File: config.mk
export PLATFORM = sky130hd
export DESIGN_NAME = uart_rx_frame_ctrl
export DESIGN_NICKNAME = d
export VERILOG_FILES = /design/src/rtl/uart_pkg.sv /design/src/rtl/uart_timeout_cnt.sv /design/src/rtl/uart_rx_frame_ctrl.sv
export SDC_FILE = /design/constraint.sdc
export NUM_CORES = 1
export LEC_CHECK = 0
export BUFFER_PORTS_ARGS = -buffer_cell sky130_fd_sc_hd__clkbuf_2
export CORE_MARGIN = 3
export CORE_UTILIZATION = 52
export DETAILED_ROUTE_END_ITERATION = 10
export GPL_ROUTABILITY_DRIVEN = 0
export GPL_TIMING_DRIVEN = 0
export HOLD_SLACK_MARGIN = 0.12
export PLACE_DENSITY_LB_ADDON = 0.3
export SLEW_MARGIN = 15
export SYNTH_ARGS = -nofsm -noshare
export SYNTH_HDL_FRONTEND = slang
export SYNTH_HIERARCHICAL = 1
export SYNTH_SLANG_ARGS = --single-unit
File: constraint.sdc
create_clock -name clk -period 3.1 [get_ports clk]
set_clock_uncertainty 0.15 [all_clocks]
set_input_delay 0.465 -clock clk [delete_from_list [all_inputs] [get_ports clk]]
set_output_delay 0.465 -clock clk [all_outputs]
set_load 0.02 [all_outputs]
File: src/rtl/uart_pkg.sv
// uart_pkg: shared definitions for the UART frame controller.
// FSM state encoding, error codes, default start-of-frame symbol and the
// symbol-time helper used to size the inter-symbol timeout.
// The CHK state only exists when UART_FRAME_CHKSUM_EN is defined.
package uart_pkg;

    // Frame parser states; ST_CHK is only part of the checksum build.
`ifdef UART_FRAME_CHKSUM_EN
    typedef enum logic [1:0] {
        ST_IDLE    = 2'd0,
        ST_LEN     = 2'd1,
        ST_PAYLOAD = 2'd2,
        ST_CHK     = 2'd3
    } frame_state_t;
`else
    typedef enum logic [1:0] {
        ST_IDLE    = 2'd0,
        ST_LEN     = 2'd1,
        ST_PAYLOAD = 2'd2
    } frame_state_t;
`endif

    // errCode_o values.
    localparam logic [1:0] ERR_NONE    = 2'd0;
    localparam logic [1:0] ERR_LEN     = 2'd1;
    localparam logic [1:0] ERR_TIMEOUT = 2'd2;
    localparam logic [1:0] ERR_CHK     = 2'd3;

    // Start-of-frame symbol used when the instantiation does not override it.
    localparam logic [7:0] DEFAULT_SOF = 8'hA5;

    // Clock cycles in one UART symbol time: start + data bits + stop.
    function automatic int unsigned symbol_time_cycles(
        input int unsigned clk_freq,
        input int unsigned baud_rate,
        input int unsigned msg_bits
    );
        return (clk_freq / baud_rate) * (msg_bits + 2);
    endfunction

endpackage

File: src/rtl/uart_timeout_cnt.sv
// uart_timeout_cnt: inter-symbol timeout.
// A prescaler divides the clock down to one tick per symbol time; a tick
// counter then counts symbol times. expired is high once TIMEOUT_SYMS ticks
// have elapsed since the last clear and stays high (saturated) until cleared.
module uart_timeout_cnt #(
    parameter int unsigned TICK_CYCLES  = 52080,
    parameter int unsigned TIMEOUT_SYMS = 4
) (
    input  logic clk,
    input  logic rst,
    input  logic clear,
    input  logic enable,
    output logic expired
);

    localparam int unsigned PW = (TICK_CYCLES > 1) ? $clog2(TICK_CYCLES) : 1;
    localparam int unsigned TW = $clog2(TIMEOUT_SYMS + 1);

    localparam logic [PW-1:0] PRE_LAST   = PW'(TICK_CYCLES - 1);
    localparam logic [TW-1:0] TICK_LIMIT = TW'(TIMEOUT_SYMS);

    logic [PW-1:0] prescale_q;
    logic [TW-1:0] ticks_q;

    // Prescaler and symbol-time counter; clear has priority over counting.
    always_ff @(posedge clk) begin
        if (rst || clear) begin
            prescale_q <= '0;
            ticks_q    <= '0;
        end else if (enable && !expired) begin
            if (prescale_q == PRE_LAST) begin
                prescale_q <= '0;
                ticks_q    <= ticks_q + TW'(1);
            end else begin
                prescale_q <= prescale_q + PW'(1);
            end
        end
    end

    assign expired = (ticks_q == TICK_LIMIT);

endmodule

File: src/rtl/uart_rx_frame_ctrl.sv
// uart_rx_frame_ctrl: frame parser behind the UART receiver.
// Frame format: SOF, LEN, LEN payload bytes and, when the build macro
// UART_FRAME_CHKSUM_EN is defined, a trailing CHK symbol equal to the XOR of
// LEN and all payload bytes. Without the macro there is no CHK state and no
// checksum register.
//
// Downstream interface: dataValid_o is a one-cycle strobe qualifying data_o,
// dataLast_o only has meaning while dataValid_o is high. There is no ready:
// the consumer must accept every strobe, and must drop the payload it has
// collected for a frame that ends with frameErr_o instead of frameDone_o.
module uart_rx_frame_ctrl
    import uart_pkg::*;
#(
    parameter int unsigned         CLK_FREQ     = 50_000_000,
    parameter int unsigned         BAUD_RATE    = 9600,
    parameter int unsigned         MSG_BITS     = 8,
    parameter logic [MSG_BITS-1:0] SOF          = MSG_BITS'(DEFAULT_SOF),
    parameter int unsigned         MAX_LEN      = 64,
    parameter int unsigned         TIMEOUT_SYMS = 4
) (
    input  logic                clk,
    input  logic                rst,
    input  logic [MSG_BITS-1:0] symbol_i,
    input  logic                newSymbol_i,
    output logic [MSG_BITS-1:0] data_o,
    output logic                dataValid_o,
    output logic                dataLast_o,
    output logic [MSG_BITS-1:0] frameLen_o,
    output logic                frameDone_o,
    output logic                frameErr_o,
    output logic [1:0]          errCode_o,
    output logic                busy_o,
    output frame_state_t        dbg_state
);

    localparam int unsigned TICK_CYCLES = symbol_time_cycles(CLK_FREQ, BAUD_RATE, MSG_BITS);
    localparam logic [MSG_BITS-1:0] MAX_LEN_W = MSG_BITS'(MAX_LEN);
    localparam logic [MSG_BITS-1:0] ONE_W     = MSG_BITS'(1);

    frame_state_t state_q, state_d;

    logic [MSG_BITS-1:0] cnt_q, cnt_d;
    logic [MSG_BITS-1:0] data_d, len_d;
    logic                valid_d, last_d, done_d, err_d;
    logic [1:0]          code_d;

`ifdef UART_FRAME_CHKSUM_EN
    logic [MSG_BITS-1:0] chk_q, chk_d;
`endif

    logic len_ok;
    logic last_byte;
    logic expired;

    // A LEN field is usable when it is non-zero and within the payload limit.
    assign len_ok    = (symbol_i != '0) && (symbol_i <= MAX_LEN_W);
    // Byte counter sits on the final payload index.
    assign last_byte = (cnt_q == (frameLen_o - ONE_W));

    // Timeout counts only inside a frame; every symbol restarts it.
    uart_timeout_cnt #(
        .TICK_CYCLES  (TICK_CYCLES),
        .TIMEOUT_SYMS (TIMEOUT_SYMS)
    ) u_timeout (
        .clk     (clk),
        .rst     (rst),
        .clear   (newSymbol_i || (state_q == ST_IDLE)),
        .enable  (state_q != ST_IDLE),
        .expired (expired)
    );

    // State register.
    always_ff @(posedge clk) begin
        if (rst) begin
            state_q <= ST_IDLE;
        end else begin
            state_q <= state_d;
        end
    end

    // Next-state logic; a symbol arriving together with expiry wins.
    always_comb begin
        state_d = state_q;
        case (state_q)
            ST_IDLE: begin
                if (newSymbol_i && (symbol_i == SOF)) begin
                    state_d = ST_LEN;
                end
            end
            ST_LEN: begin
                if (newSymbol_i) begin
                    state_d = len_ok ? ST_PAYLOAD : ST_IDLE;
                end else if (expired) begin
                    state_d = ST_IDLE;
                end
            end
            ST_PAYLOAD: begin
                if (newSymbol_i) begin
                    if (last_byte) begin
`ifdef UART_FRAME_CHKSUM_EN
                        state_d = ST_CHK;
`else
                        state_d = ST_IDLE;
`endif
                    end
                end else if (expired) begin
                    state_d = ST_IDLE;
                end
            end
`ifdef UART_FRAME_CHKSUM_EN
            ST_CHK: begin
                if (newSymbol_i || expired) begin
                    state_d = ST_IDLE;
                end
            end
`endif
            default: state_d = ST_IDLE;
        endcase
    end

    // Output/datapath logic: next values of the registered outputs and counters.
    always_comb begin
        data_d  = data_o;
        valid_d = 1'b0;
        last_d  = 1'b0;
        done_d  = 1'b0;
        err_d   = 1'b0;
        code_d  = errCode_o;
        len_d   = frameLen_o;
        cnt_d   = cnt_q;
`ifdef UART_FRAME_CHKSUM_EN
        chk_d   = chk_q;
`endif
        case (state_q)
            ST_IDLE: begin
                cnt_d = '0;
            end
            ST_LEN: begin
                if (newSymbol_i) begin
                    if (len_ok) begin
                        len_d = symbol_i;
                        cnt_d = '0;
`ifdef UART_FRAME_CHKSUM_EN
                        chk_d = symbol_i;
`endif
                    end else begin
                        err_d  = 1'b1;
                        code_d = ERR_LEN;
                    end
                end else if (expired) begin
                    err_d  = 1'b1;
                    code_d = ERR_TIMEOUT;
                end
            end
            ST_PAYLOAD: begin
                if (newSymbol_i) begin
                    data_d  = symbol_i;
                    valid_d = 1'b1;
                    cnt_d   = cnt_q + ONE_W;
`ifdef UART_FRAME_CHKSUM_EN
                    chk_d   = chk_q ^ symbol_i;
`endif
                    if (last_byte) begin
                        last_d = 1'b1;
`ifndef UART_FRAME_CHKSUM_EN
                        done_d = 1'b1;
                        code_d = ERR_NONE;
`endif
                    end
                end else if (expired) begin
                    err_d  = 1'b1;
                    code_d = ERR_TIMEOUT;
                end
            end
`ifdef UART_FRAME_CHKSUM_EN
            ST_CHK: begin
                if (newSymbol_i) begin
                    if (symbol_i == chk_q) begin
                        done_d = 1'b1;
                        code_d = ERR_NONE;
                    end else begin
                        err_d  = 1'b1;
                        code_d = ERR_CHK;
                    end
                end else if (expired) begin
                    err_d  = 1'b1;
                    code_d = ERR_TIMEOUT;
                end
            end
`endif
            default: begin
                cnt_d = '0;
            end
        endcase
    end

    // Output and counter registers; reset drops any frame in flight silently.
    always_ff @(posedge clk) begin
        if (rst) begin
            data_o      <= '0;
            dataValid_o <= 1'b0;
            dataLast_o  <= 1'b0;
            frameDone_o <= 1'b0;
            frameErr_o  <= 1'b0;
            errCode_o   <= ERR_NONE;
            frameLen_o  <= '0;
            cnt_q       <= '0;
        end else begin
            data_o      <= data_d;
            dataValid_o <= valid_d;
            dataLast_o  <= last_d;
            frameDone_o <= done_d;
            frameErr_o  <= err_d;
            errCode_o   <= code_d;
            frameLen_o  <= len_d;
            cnt_q       <= cnt_d;
        end
    end

`ifdef UART_FRAME_CHKSUM_EN
    // Running XOR of LEN and payload bytes.
    always_ff @(posedge clk) begin
        if (rst) begin
            chk_q <= '0;
        end else begin
            chk_q <= chk_d;
        end
    end
`endif

    assign busy_o    = (state_q != ST_IDLE);
    assign dbg_state = state_q;

endmodule

-- Yosys cells after proc, flatten, opt, wreduce, memory -nomap -nowiden
Index checks and enable logic that the tools add are counted.
- register bits after elaboration: 50
- bits in latches: 0
- RAM bits: 0
- ROM bits: 0
- bits of input ports: 11
- output and inout port bits: 25
- word-level logic and storage cells: 71
- memories: 0
- add/subtract/negate cells: 4
- multipliers: 0
- div/mod/pow operators: 0
- order comparisons: 1
- eq/ne operators: 12
- shift operators: 0
- muxes and demuxes: 24
- bitwise operators: 2
- reductions and logical operators: 18
- operators by type and width (cell ; number):
    8-bit two-way mux ; 3
    2-bit two-way mux ; 10
    16-bit by 1-bit adder with 16-bit output (second input constant) ; 1
    16-bit equality test (second input constant) ; 1
    16-bit two-way mux ; 1
    8-bit case mux with 2 select lines ; 1
    3-bit AND reduction ; 3
    8-bit by 1-bit adder with 8-bit output (second input constant) ; 1
    8-bit equality test ; 1
    8-bit equality test (second input constant) ; 1
    8-bit by 7-bit <= comparator with 1-bit output (second input constant) ; 1
    8-bit nonzero test ; 1
    8-bit by 1-bit subtractor with 8-bit output (second input constant) ; 1
    1-bit two-way mux ; 6
    2-bit != test (second input constant) ; 3
    3-bit != test (second input constant) ; 2
    2-bit case mux with 3 select lines ; 1
    2-bit AND reduction ; 3
    2-bit case mux with 2 select lines ; 1
    2-bit nonzero test ; 2
    3-bit by 1-bit adder with 3-bit output (second input constant) ; 1
    3-bit equality test (second input constant) ; 1
    1-bit logical AND ; 3
    3-bit OR reduction ; 1
    other kinds (9) ; 11

-- Logic depth before layout (Yosys ltp)
Gate-level depths: netlist (run 1).
- word-level depth: 5
- depth in mapped cells: 10
- mapped depth without buffers: 9

-- Hierarchy
Netlist (run 1), hierarchy kept.
- modules (own cells, without submodules) (module ; instances ; cells an instance ; area each (µm²) ; sequential area each (µm²)):
    uart_rx_frame_ctrl ; 1 ; 198 ; 1724.2 ; 620.6
    uart_timeout_cnt ; 1 ; 111 ; 934.6 ; 380.4

-- Worst setup path before layout (run 1)
Ideal clock, no wire load.
- path kind: reg-to-reg
- start point: register state_q[0], in the netlist dbg_state[0]
- end point: register u_timeout.prescale_q[15]
- library setup time: 0.070 ns
- data arrival time: 2.333 ns
- data required time: 2.880 ns
- setup slack: 0.546 ns
- stages on the path, launching flop included: 9
- path buffers: 1
- cells stage by stage: dfxtp_1 > inv_1 > ha_1 > inv_1 > a21bo_2 > or3_1 > buf_2 > or4_1 > a21oi_1
- elaborated cells between the ends (all ways): 5
- RTL lines (what ; RTL line ; source):
    start: declaration ; uart_rx_frame_ctrl.sv:40 ; frame_state_t state_q, state_d;
    start signal: assignment ; uart_rx_frame_ctrl.sv:77 ; state_q <= state_d;
    2-bit nonzero test ; n/a ;
    via busy_o ; uart_rx_frame_ctrl.sv:32 ; output logic busy_o,
    1-bit logical AND ; uart_timeout_cnt.sv:30 ; end else if (enable && !expired) begin
    end signal: assignment ; uart_timeout_cnt.sv:35 ; prescale_q <= prescale_q + PW'(1);
    end: declaration ; uart_timeout_cnt.sv:22 ; logic [PW-1:0] prescale_q;
The timed path passes the listed nets, and every way through them passes these cells.
A chain may end at the register's enable or synchronous reset.

-- Final worst setup path (run 1)
- start point: register state_q[0], in the netlist dbg_state[0]
- end point: register u_timeout.prescale_q[8]
- longest elaborated chain between the ends: 3
- elaborated cells between the ends (all ways): 5
- RTL lines (what ; RTL line ; source):
    2-bit logical NOT ; uart_rx_frame_ctrl.sv:67 ; .clear (newSymbol_i || (state_q == ST_IDLE)),
    1-bit logical OR ; uart_rx_frame_ctrl.sv:67 ;
    1-bit logical OR ; uart_timeout_cnt.sv:27 ; if (rst || clear) begin
Parallel ways exist; a longest one is shown, timed or not.

==> results of run 1 <==
==> power by group through the flow <==
stage	Combinational, uW	Clock, uW	Sequential [uW]
floorplan	95.6	0	674
global placement	140	0	669
detailed placement	141	0	670
CTS	142	400	655
global route	159	428	656
finish	142	388	654
==> cell families after synthesis <==
logic type	Yosys count	synth area share [%]
simple gates	136	28.4
mux	7	2.64
xor+xnor	27	9.18
flops	50	37.6
fa+ha+maj	9	4.24
compound gates	52	13.1
buf+inv	28	4.80
==> through the flow <==
step                worst slack [ns]  hold WS, ns  power [uW]
floorplan                      0.546        0.297         770
global route                   0.214        0.248        1240
finish                         0.529        0.259        1190
detailed placement             0.522        0.295         811
global placement               0.553        0.292         809
CTS                            0.497        0.253        1200
==> state kept, by name (all words and copies together) (netlist names) <==
register and flops:
cnt_q 8, dataValid_o 1, u_timeout/ticks_q 3, frameDone_o 1, frameLen_o 8, errCode_o 2
dbg_state 2, u_timeout/prescale_q 16, data_o 8, frameErr_o 1
==> worst register-to-register path, stage by stage (launching register included) <==
cell and delay [ns]:
dfxtp_1 0.40, inv_1 0.10, ha_1 0.26, inv_1 0.10
a21boi_2 0.38, nand4_1 0.19, o21ai_1 0.41, clkbuf_1 0.37
nor2_1 0.10
==> layer usage <==
layer / wire, um / share of wire [%] / global-route usage (%) / up-vias
li1: - / - / - / 1171
met1: 2650 / 48 / 27.0 / 1127
met2: 2580 / 47 / 30.7 / 40
met3: 185 / 3.4 / 3.36 / 7
met4: 84 / 1.5 / 7.47 / 0
met5: 0 / 0 / 0 / -
==> path summary, 6_finish.rpt <==
check                                  start                 endpoint  slack [ns]
worst max-delay path            dbg_state[0]  u_timeout/prescale_q[8]        0.53
worst min-delay path             symbol_i[3]                data_o[3]        0.26
worst max register to register  dbg_state[0]  u_timeout/prescale_q[8]        0.53
worst min register to register     data_o[4]                data_o[4]        0.31
==> final cells by class <==
class	instances	area share (%)
Timing Repair Buffer	34	5.66
Clock inverter	1	0.167
Multi-Input combinational cell	231	50.9
Sequential cell	50	33.3
Inverter	13	1.62
Tap cell	67	2.79
Buffer	15	2.62
Clock buffer	7	2.87
==> placed cells by master, fill, tap and decap left out, drive strengths merged, types with 2 or more instances in the layout <==
cell type	netlist	layout
dfxtp	50	50
o41ai	2	2
xor2	14	14
or2	3	3
and2	3	3
nor4b	2	2
ha	9	9
o21ai	11	11
nand3b	2	2
nand2	30	30
nor2	36	36
or4	5	5
clkbuf	10	51
nor2b	2	2
and3	3	3
or3	8	8
buf	5	5
nor3	6	6
and4	4	4
inv	13	13
xnor2	13	13
nand3	11	11
a21oi	20	20
nor4	7	7
o31ai	4	4
a31oi	2	2
mux2i	7	7
a311o	2	2
o211ai	2	2
nand4	11	11
o2111ai	3	3
nor3b	2	2
==> results_dict.tcl, run 1 <==
set metrics [dict create \
    vias_per_cell 5.61 \
    start_kind "flop" \
    clockBufferDepth 2 \
    root_buffer "clkbuf_8" \
    required_ns 3.13 \
    multi_input_area_um2 1530 \
    p_int_uw 880 \
    cellPowerDensity_nw_per_um2 394 \
    clkTransAtPathRegs_ns 0.09 \
    post_cts_buffers 0 \
    ys_async_sr_fraction_pct 0 \
    first_pass_iters 4 \
    ys_warn_count 6 \
    slew_violations 0 \
    fmax_mhz 389 \
    synth_area_um2 2660 \
    clkPwrFrac_pct 32.8 \
    drt_iter0_drc 72 \
    grt_max_degree 15 \
    start_util_pct 55.2 \
    hold_buffers 0 \
    core-area_um2 4820 \
    cpMostUsedCell "inv_1" \
    placed_cell_area_um2 2910 \
    worst_pin_slew_ns 0.564 \
    clock_sinks 50 \
    dp_hpwl_um 4130 \
    crit_arrival_ns 2.60 \
    fp.dieH_um 77.5 \
    nFillCells 463 \
    clk_latency_ns 0.30 \
    seqPwrFrac_pct 55.2 \
    top_level_ports 36 \
    rsz0062_at_grt "no" \
    cts_made_buffers 5 \
    die_area_um2 6010 \
    p_switching_uw 305 \
    tritoncts "yes" \
    grt_usage_pct 19.7 \
    hp-class "primary input to flop" \
    grt_pass1_vias 2162 \
    drive_gt1_share_pct 20.5 \
    critPathKind "flop to flop" \
    dieWidth_um 77.5 \
    r2r_cells 8 \
    worst-path-buf-inv 3 \
    finalSetupTns_ns 0 \
    instances_no_fill 418 \
    port_buffers 34 \
    antenna_left 0 \
    antenna_found_initial 0 \
    max-cap-violations 0 \
    synth_flop_cell "dfxtp_1" \
    max-slew-margin-rel_pct 62.3 \
    rows 25 \
    hold_path_depth 3 \
    h-tree-depth 2 \
    syn_to_final_growth_pct 13.0 \
    seq_area_um2 1000 \
    cp.depth 8 \
    ys_seq_area_share_pct 37.6 \
    ys_types 58 \
    synth_top_area_share_pct 37.6 \
    status "finished clean" \
    switching_share_pct 25.7 \
    synth_top_cell_by_area "dfxtp_1" \
    utilization_pct 62.4 \
    crit_fanout 10 \
    drc 0 \
    cp-end-kind "flop" \
    synthTopCellsByArea "dfxtp_1 (38%), nor2_1 (4.7%), xnor2_1 (4.3%)" \
    ir_worst_vdd_mv 0.229 \
    hold_violations 0 \
    wl_per_cell_um 13.2 \
    synth_edf_count 0 \
    placedCellCount 410 \
    post-route-min-period_ns 2.57 \
    syn_avg_cell_area_um2 8.60 \
    wirelength_um 5510 \
    finalInstanceArea_um2 3000 \
    cpPeakStageDelay_ns 0.41 \
    yosysMostFrequentCell "dfxtp_1" \
    vias 2345 \
    worst_path_dominant_cell_family "compound AO/OA/AOI/OAI gates" \
    cp_slowest_cell "o21ai_1" \
    path_cells "inv_1, ha_1, inv_1, a21boi_2, nand4_1, o21ai_1, clkbuf_1, nor2_1" \
    grt_overflow 0 \
    layout.nets 370 \
    cts_resized 0 \
    ys_ff_latch 50 \
    finalSetupViolCount 0 \
    grt_pass1_wl_um 9760 \
    p_comb_share_pct 12.0 \
    synthTopCellsByCount "dfxtp_1 (50), nor2_1 (33), nand2_1 (30)" \
    n_antenna_cell 0 \
    syn_inst 309 \
    total_leakage_power_uw 0.00109 \
    synth.net_count 329 \
    period_share_pct 82.9 \
]
(Power assumes the default switching activity.)
==> run 2: changes to the inputs <==
==> constraint.sdc (replaced) <==
create_clock -name clk -period 2.7 [get_ports clk]
set_clock_uncertainty 0.15 [all_clocks]
set_input_delay 0.405 -clock clk [delete_from_list [all_inputs] [get_ports clk]]
set_output_delay 0.405 -clock clk [all_outputs]
set_load 0.02 [all_outputs]
==> results_dict.tcl, run 2 (synthesis results as in run 1) <==
set metrics [dict create \
    clockBufferDepth 2 \
    cts_made_buffers 5 \
    fmax_mhz 398 \
    layout_common_cells "dfxtp_1 (50), clkbuf_2 (36), nor2_1 (33), nand2_1 (30), a21oi_1 (20)" \
    rows 25 \
    start_util_pct 55.2 \
    max-slew-margin-rel_pct 62.0 \
    post-route-min-period_ns 2.52 \
    wirelength_um 5530 \
    hold_path_startpoint "symbol_i[3]" \
    fin_ws_ns 0.185 \
    cpPeakStageDelay_ns 0.34 \
    worst_path_dominant_cell_family "compound AO/OA/AOI/OAI gates" \
    worst_pin_slew_ns 0.569 \
    status "finished clean" \
    cp-end-kind "flop" \
    drc 0 \
    clk_latency_ns 0.30 \
    ir_worst_vdd_mv 0.264 \
    grt_pass1_vias 2162 \
    period_share_pct 93.2 \
    top_level_ports 36 \
    crit_arrival_ns 2.56 \
    clock_sinks 50 \
    r2r_cells 10 \
    slew_violations 0 \
    critPathKind "flop to flop" \
    core-area_um2 4820 \
    finalSetupTns_ns 0 \
    grt_usage_pct 19.7 \
    place_ws_ns 0.122 \
    vias_per_cell 5.59 \
    max-cap-violations 0 \
    root_buffer "clkbuf_8" \
    grt_max_degree 15 \
    wl_per_cell_um 13.2 \
    drt_iter0_drc 83 \
    rsz0062_at_grt "no" \
    die_area_um2 6010 \
    cp_slowest_cell "dfxtp_1" \
    n_antenna_cell 0 \
    hold_path_depth 3 \
    final_common_cell "dfxtp_1" \
    largest_reg_flops 16 \
    dp_hpwl_um 4130 \
    first_pass_iters 4 \
    antenna_found_initial 0 \
    drive_gt1_share_pct 21.1 \
    antenna_left 0 \
    required_ns 2.75 \
    tritoncts "yes" \
    grt_pass1_wl_um 9760 \
    cellPowerDensity_nw_per_um2 453 \
    r2r-start "frameLen_o[0]" \
    fp.dieH_um 77.5 \
    grt_overflow 0 \
    regMostFlops "u_timeout/prescale_q" \
    crit_fanout 7 \
    r2r_setup_slack_ns 0.18 \
    vias 2337 \
    finalSetupViolCount 0 \
    total_leakage_power_uw 0.00109 \
    clkTransAtPathRegs_ns 0.09 \
    path_cells "clkbuf_1, inv_1, ha_1, o21bai_1, a211o_1, a21oi_1, nor2_2, o21ai_2, a31o_1, o21ai_1" \
    worst-path-buf-inv 2 \
    layout.nets 370 \
    h-tree-depth 2 \
    dieWidth_um 77.5 \
    start_kind "flop" \
    whs_endpoint "data_o[3]" \
    hold_violations 0 \
    r2r_end "dbg_state[1]" \
    hp-class "primary input to flop" \
    syn_to_final_growth_pct 13.2 \
    port_buffers 34 \
]
[run 2: changes by cell type in the layout (fill, tap and decap cells not counted)]
cell / before / now
clkbuf_2: 35 / 36
o21ai_1: 3 / 2
clkbuf_1: 9 / 8
o21ai_2: 1 / 2
[run 2: tightest hold or removal path, delay by kind of cell]
family                 cells  cell delay, ns
AO/OA/AOI/OAI              1            0.05
buffers and inverters      1            0.10
AND/OR/NAND/NOR            1            0.05
[run 2: layer usage]
layer	vias up	share of wire, %	track usage [%]
met2	39	47	30.7
met5	-	0	0
met1	1119	49	27.0
met3	7	3.0	3.36
li1	1172	-	-
met4	0	1.5	7.47
[run 2: through the flow]
step                instances  hold slack, ns  utilization, %  power (uW)  cell area [um2]
floorplan                 309           0.297               -         884             2660
global placement          410           0.292            60.5         928             2910
detailed placement        410           0.295            60.5         931             2910
CTS                       418           0.193            62.4        1370             3000
global route              418           0.188            62.5        1430             3010
finish                    418           0.198            62.5        1360             3010
[run 2: final cells by class]
cell class | count | area, um2
repair buffers | 34 | 170
well taps | 67 | 83.8
fillers | 461 | 1810
clock buffers | 7 | 86.3
multi-input cells | 231 | 1530
plain buffers | 15 | 80.1
flip-flops and latches | 50 | 1000
clock inverters | 1 | 5.00
inverters | 13 | 48.8
[run 2: power by group]
group          internal [uW]  leakage [uW]  switching (uW)
Clock                    207     0.0000482             239
Combinational           60.2      0.000639             104
Sequential               744      0.000403            7.72
Total                   1010       0.00109             351
[run 2: worst max-delay path by stage]
| stage | cells after the start | to | slack [ns] | startpoint |
|---|---|---|---|---|
| final | 10 | dbg_state[1] | 0.18 | frameLen_o[0] |
| after detailed placement | 8 | u_timeout/prescale_q[8] | 0.12 | dbg_state[0] |
| after global placement | 8 | u_timeout/prescale_q[8] | 0.15 | dbg_state[0] |
| after CTS | 8 | u_timeout/prescale_q[8] | 0.1 | dbg_state[0] |
| after floorplan | 8 | u_timeout/prescale_q[15] | 0.15 | dbg_state[0] |
| after global routing | 10 | dbg_state[0] | 0.04 | frameLen_o[0] |
[run 2: what timing repair did]
action,in CTS,in global routing
setup endpoints to repair,0,10
hold buffers,0,0
endpoints found under the hold margin,0,0
buffers inserted,0,0
resized for setup,0,3
